==> config.mk <==
export PLATFORM = sky130hd
export DESIGN_NAME = pixel_fetcher
export DESIGN_NICKNAME = d
export VERILOG_FILES = /design/src/rtl/pixel_fetcher.sv
export SDC_FILE = /design/constraint.sdc
export NUM_CORES = 1
export LEC_CHECK = 0
export CAP_MARGIN = 20
export CORE_ASPECT_RATIO = 1.5
export CORE_MARGIN = 2
export CORE_UTILIZATION = 62
export CTS_CLUSTER_DIAMETER = 100
export DETAILED_ROUTE_END_ITERATION = 10
export DONT_BUFFER_PORTS = 1
export PLACE_DENSITY = 0.75
export SLEW_MARGIN = 20
export SYNTH_ARGS = -nofsm -noshare
export SYNTH_HDL_FRONTEND = slang
export SYNTH_SLANG_ARGS = --single-unit
==> constraint.sdc <==
create_clock -name clk -period 2.8 [get_ports clk]
set_input_delay 0.28 -clock clk [delete_from_list [all_inputs] [get_ports clk]]
set_output_delay 0.28 -clock clk [all_outputs]
set_load 0.005 [all_outputs]
==> src/rtl/pixel_fetcher.sv <==
// Column pixel fetcher: on each accepted angle tick, reads one column of the
// frame RAM (colour innermost, then row) and streams it out over a valid/ready handshake.
module pixel_fetcher #(
    parameter int ROW_WIDTH   = 5,
    parameter int NB_ROWS     = 32,
    parameter int NB_ANGLES   = 128,
    parameter int DATA_WIDTH  = 8,
    localparam int ANGLE_WIDTH = $clog2(NB_ANGLES)
) (
    input  logic                   clk,
    input  logic                   nrst,
    input  logic                   angle_tick,
    input  logic                   index,
    input  logic                   clr_overrun,
    output logic [ROW_WIDTH-1:0]   row,
    output logic [ANGLE_WIDTH-1:0] angle,
    output logic [1:0]             color,
    output logic                   rd_en,
    input  logic [DATA_WIDTH-1:0]  rd_data,
    output logic [DATA_WIDTH-1:0]  out_data,
    output logic                   out_valid,
    input  logic                   out_ready,
    output logic                   busy,
    output logic                   col_done,
    output logic                   overrun
);

    // state | meaning
    // IDLE  | waiting for an angle_tick
    // READ  | rd_en high, address (row, angle, color) presented to the RAM
    // CAPT  | rd_data valid, captured into out_data
    // OUT   | out_valid high, waiting for out_ready
    typedef enum logic [1:0] {IDLE, READ, CAPT, OUT} state_t;

    localparam logic [ANGLE_WIDTH-1:0] LAST_ANGLE = ANGLE_WIDTH'(NB_ANGLES - 1);
    localparam logic [ROW_WIDTH-1:0]   LAST_ROW   = ROW_WIDTH'(NB_ROWS - 1);

    state_t                 state;
    logic [ANGLE_WIDTH-1:0] angle_cnt;
    logic [ANGLE_WIDTH-1:0] tick_angle;
    logic                   tick_ok;
    logic                   tick_lost;

    // index coinciding with a tick makes that tick use angle 0
    assign tick_angle = index ? '0 : angle_cnt;
    // the col_done cycle still counts as busy for tick acceptance
    assign tick_ok    = angle_tick && (state == IDLE) && !col_done;
    assign tick_lost  = angle_tick && !tick_ok;

    always_ff @(posedge clk or negedge nrst) begin
        if (!nrst) begin
            angle_cnt <= '0;
        end else if (angle_tick) begin
            angle_cnt <= (tick_angle == LAST_ANGLE) ? '0 : tick_angle + ANGLE_WIDTH'(1);
        end else if (index) begin
            angle_cnt <= '0;
        end
    end

    always_ff @(posedge clk or negedge nrst) begin
        if (!nrst) begin
            overrun <= 1'b0;
        end else if (tick_lost) begin
            overrun <= 1'b1;
        end else if (clr_overrun) begin
            overrun <= 1'b0;
        end
    end

    always_ff @(posedge clk or negedge nrst) begin
        if (!nrst) begin
            state     <= IDLE;
            row       <= '0;
            angle     <= '0;
            color     <= '0;
            out_data  <= '0;
            rd_en     <= 1'b0;
            out_valid <= 1'b0;
            busy      <= 1'b0;
            col_done  <= 1'b0;
        end else begin
            col_done <= 1'b0;
            case (state)
                IDLE: begin
                    if (tick_ok) begin
                        angle <= tick_angle;
                        row   <= '0;
                        color <= '0;
                        rd_en <= 1'b1;
                        busy  <= 1'b1;
                        state <= READ;
                    end
                end
                READ: begin
                    rd_en <= 1'b0;
                    state <= CAPT;
                end
                CAPT: begin
                    out_data  <= rd_data;
                    out_valid <= 1'b1;
                    state     <= OUT;
                end
                OUT: begin
                    if (out_ready) begin
                        out_valid <= 1'b0;
                        if (color != 2'd2) begin
                            color <= color + 2'd1;
                            rd_en <= 1'b1;
                            state <= READ;
                        end else if (row != LAST_ROW) begin
                            color <= 2'd0;
                            row   <= row + ROW_WIDTH'(1);
                            rd_en <= 1'b1;
                            state <= READ;
                        end else begin
                            busy     <= 1'b0;
                            col_done <= 1'b1;
                            state    <= IDLE;
                        end
                    end
                end
                default: begin
                    rd_en     <= 1'b0;
                    out_valid <= 1'b0;
                    busy      <= 1'b0;
                    state     <= IDLE;
                end
            endcase
        end
    end

endmodule
==> out/metrics.cfg <==
[power]
p_leak_nw = 0.891
pwr-share-clk = 0.260
comb_power_share = 0.286
switching_share = 0.339
p_int_w = 0.00116
power_density_nw_per_um2 = 919
p_sw_w = 0.000594
power_frac_seq = 0.454
ir_worst_vdd_v = 0.000727

[synth]
yosysSeqAreaShare = 0.515
ys_warn_count = 0
syn-instance-count = 164
synth_edf_count = 0
synth.avg_cell_area_um2 = 10.7
async_flop_share = 1.00
syn-num-nets = 186
ys_types = 38
synth.cell_area_um2 = 1750
ys_ff_latch = 36
yosys_most_used_dff = dfrtp_1

[detailed_routing]
ant_nets = 0
drtIter0Drc = 32
vias = 1189
drc = 0
drt-wirelength-per-cell_um = 15.7
vias_per_cell = 5.83
drt_pass1_iterations = 4
wl_um = 3200

[layout]
num-nets-final = 188
final_core_util = 0.712
diodes = 0
mostFrequentLayoutCells = dfrtp_1, nand2_1, o21ai_0
mostFrequentLayoutCell = dfrtp_1
drive_above_1_share = 0.132
syn_to_final_growth_pct = 8.86

[timing]
hold_viol = 0
timing.fmax_ghz = 0.438
final.min_clock_period_ps = 2280
maxSlewHeadroom = 0.570
setup_viol = 0
rsz0062_at_grt = false
worst_pin_slew_ps = 644
post-route-period-util = 0.816
skew_ps = 2.96
tns_ps = 0
drv_slew = 0

[setup_path]
cp.required_ps = 3030
start_kind = register
critPathMaxStageDelay_ps = 480
r2r_cells = 7
worst_ep_arrival_time_ps = 2510
cp_common_cell = ha_1
cp_max_fo = 8
path_class = reg -> reg
slowest_stage = or4b_1
end_kind = register
crit_chain = ha_1, and3_1, ha_1, and4bb_1, nand4_1, or4b_1, nand3_1

[cts]
path_clk_slew_ps = 70
h-tree-depth = 2
cts_setup_buffers = 0
tritoncts = done
root_buffer = clkbuf_8
ctsLongestPathBuffers = 2
cts_resized = 0
cts_made_buffers = 5
cts_sinks = 36
clkLatencyLatePin_ps = 290

[floorplanning]
core_area_um2 = 2680
start_util = 0.654
die_area_um2 = 3270
die-height_um = 69.1
fp-row-count = 23
fp.dieW_um = 47.4
io-pin-count = 41

[place]
dpl.hpwl_um = 2290
io_buffers = 0
routabilityCongestion = 0.775

[run]
maxCapViolCount = 0

[global_routing]
grt_antenna_before_repair = 0
grt_pass1_vias = 1206
grt_pass1_wl_um = 5550
overflow = 0
grt_max_degree = 37
grt_usage = 0.235

[hold_path]
holdPathStages = 1
hp-class = in -> reg

[run_status]
status = completed

-- kinds of logic (layout without fill, tap and decap cells) --
group / count (synthesis) / in the layout / synth area share
compound gates: 31 / 31 / 0.110
xor+xnor: 4 / 4 / 0.0200
fa+ha+maj: 8 / 8 / 0.0572
buf+inv: 14 / 17 / 0.0336
flops: 36 / 36 / 0.515
mux: 14 / 14 / 0.0886
simple gates: 57 / 57 / 0.176
-- power by group through the flow --
stage	combinational [W]	sequential, W	clock, W
4_1_cts	0.000503	0.000799	0.000465
6_report	0.000501	0.000795	0.000454
5_1_grt	0.000574	0.000818	0.000496
3_3_place_gp	0.000466	0.000800	0
2_1_floorplan	0.000417	0.000769	0
3_5_place_dp	0.000487	0.000809	0
-- synthesized netlist by cell type (4+ instances only) --
cell type  count  area [um^2]
nor2_1         7         26.3
nand2b_1       5         31.3
nand2_1       19         71.3
mux2_2        11          124
nand3_1        4         20.0
clkbuf_1       4         15.0
dfrtp_1       36          901
a21oi_1        4         20.0
ha_1           8          100
o21ai_0       15         75.1
inv_1          7         26.3
and3_1         4         25.0
-- area by class of cell --
type / count / area, um^2
clock buffer: 5 / 68.8
clock inverter: 3 / 42.5
fill: 199 / 771
inverter: 7 / 26.3
multi-input combinational: 114 / 791
sequential: 36 / 901
tap: 37 / 46.3
timing repair buffer: 2 / 30.0
-- metrics by stage --
step	hold slack, ps	cells	cell area, um^2	setup WS [ps]	power [W]
6_report	95.0	204	1910	516	0.00175
5_1_grt	78.4	204	1910	413	0.00189
4_1_cts	86.1	204	1910	534	0.00177
3_5_place_dp	-14.9	194	1760	542	0.00130
3_3_place_gp	-14.9	194	1760	632	0.00127
2_1_floorplan	-15.6	164	1750	732	0.00119
-- path summary, 6_finish.rpt --
path / start / end / slack (ps)
hold reg to reg: angle_cnt[6] / angle_cnt[6] / 470
max in group asynchronous: nrst / row[4] / 2180
setup reg to reg: row[0] / row[3] / 520
hold / removal: out_ready / out_valid / 100
setup / recovery: row[0] / row[3] / 520
min in group asynchronous: nrst / angle_cnt[5] / 450
-- worst max-delay path: cells and delay by family (launching register included) --
kind	cells	cell delay, ps
fa+ha+maj	2	470
flops	1	460
simple gates	5	1290
-- sequential cells by signal, summed over array words and instances, names as in the netlist --
name and cells:
angle_cnt 7, color 2, out_valid 1, out_data 8, rd_en 1, row 5, busy 1, overrun 1
angle 7, col_done 1, state 2
-- what timing repair did --
item                                   CTS  global route
endpoints found under the hold margin   36             0
setup endpoints to repair                0             0
hold buffers                             2             0
-- metal layers --
metal	global-route usage	routed length, um
met2	0.365	1730
met1	0.282	1280
met4	0.108	25
met5	0	0
met3	0.0759	159
Power figures use the tool's default switching activity.
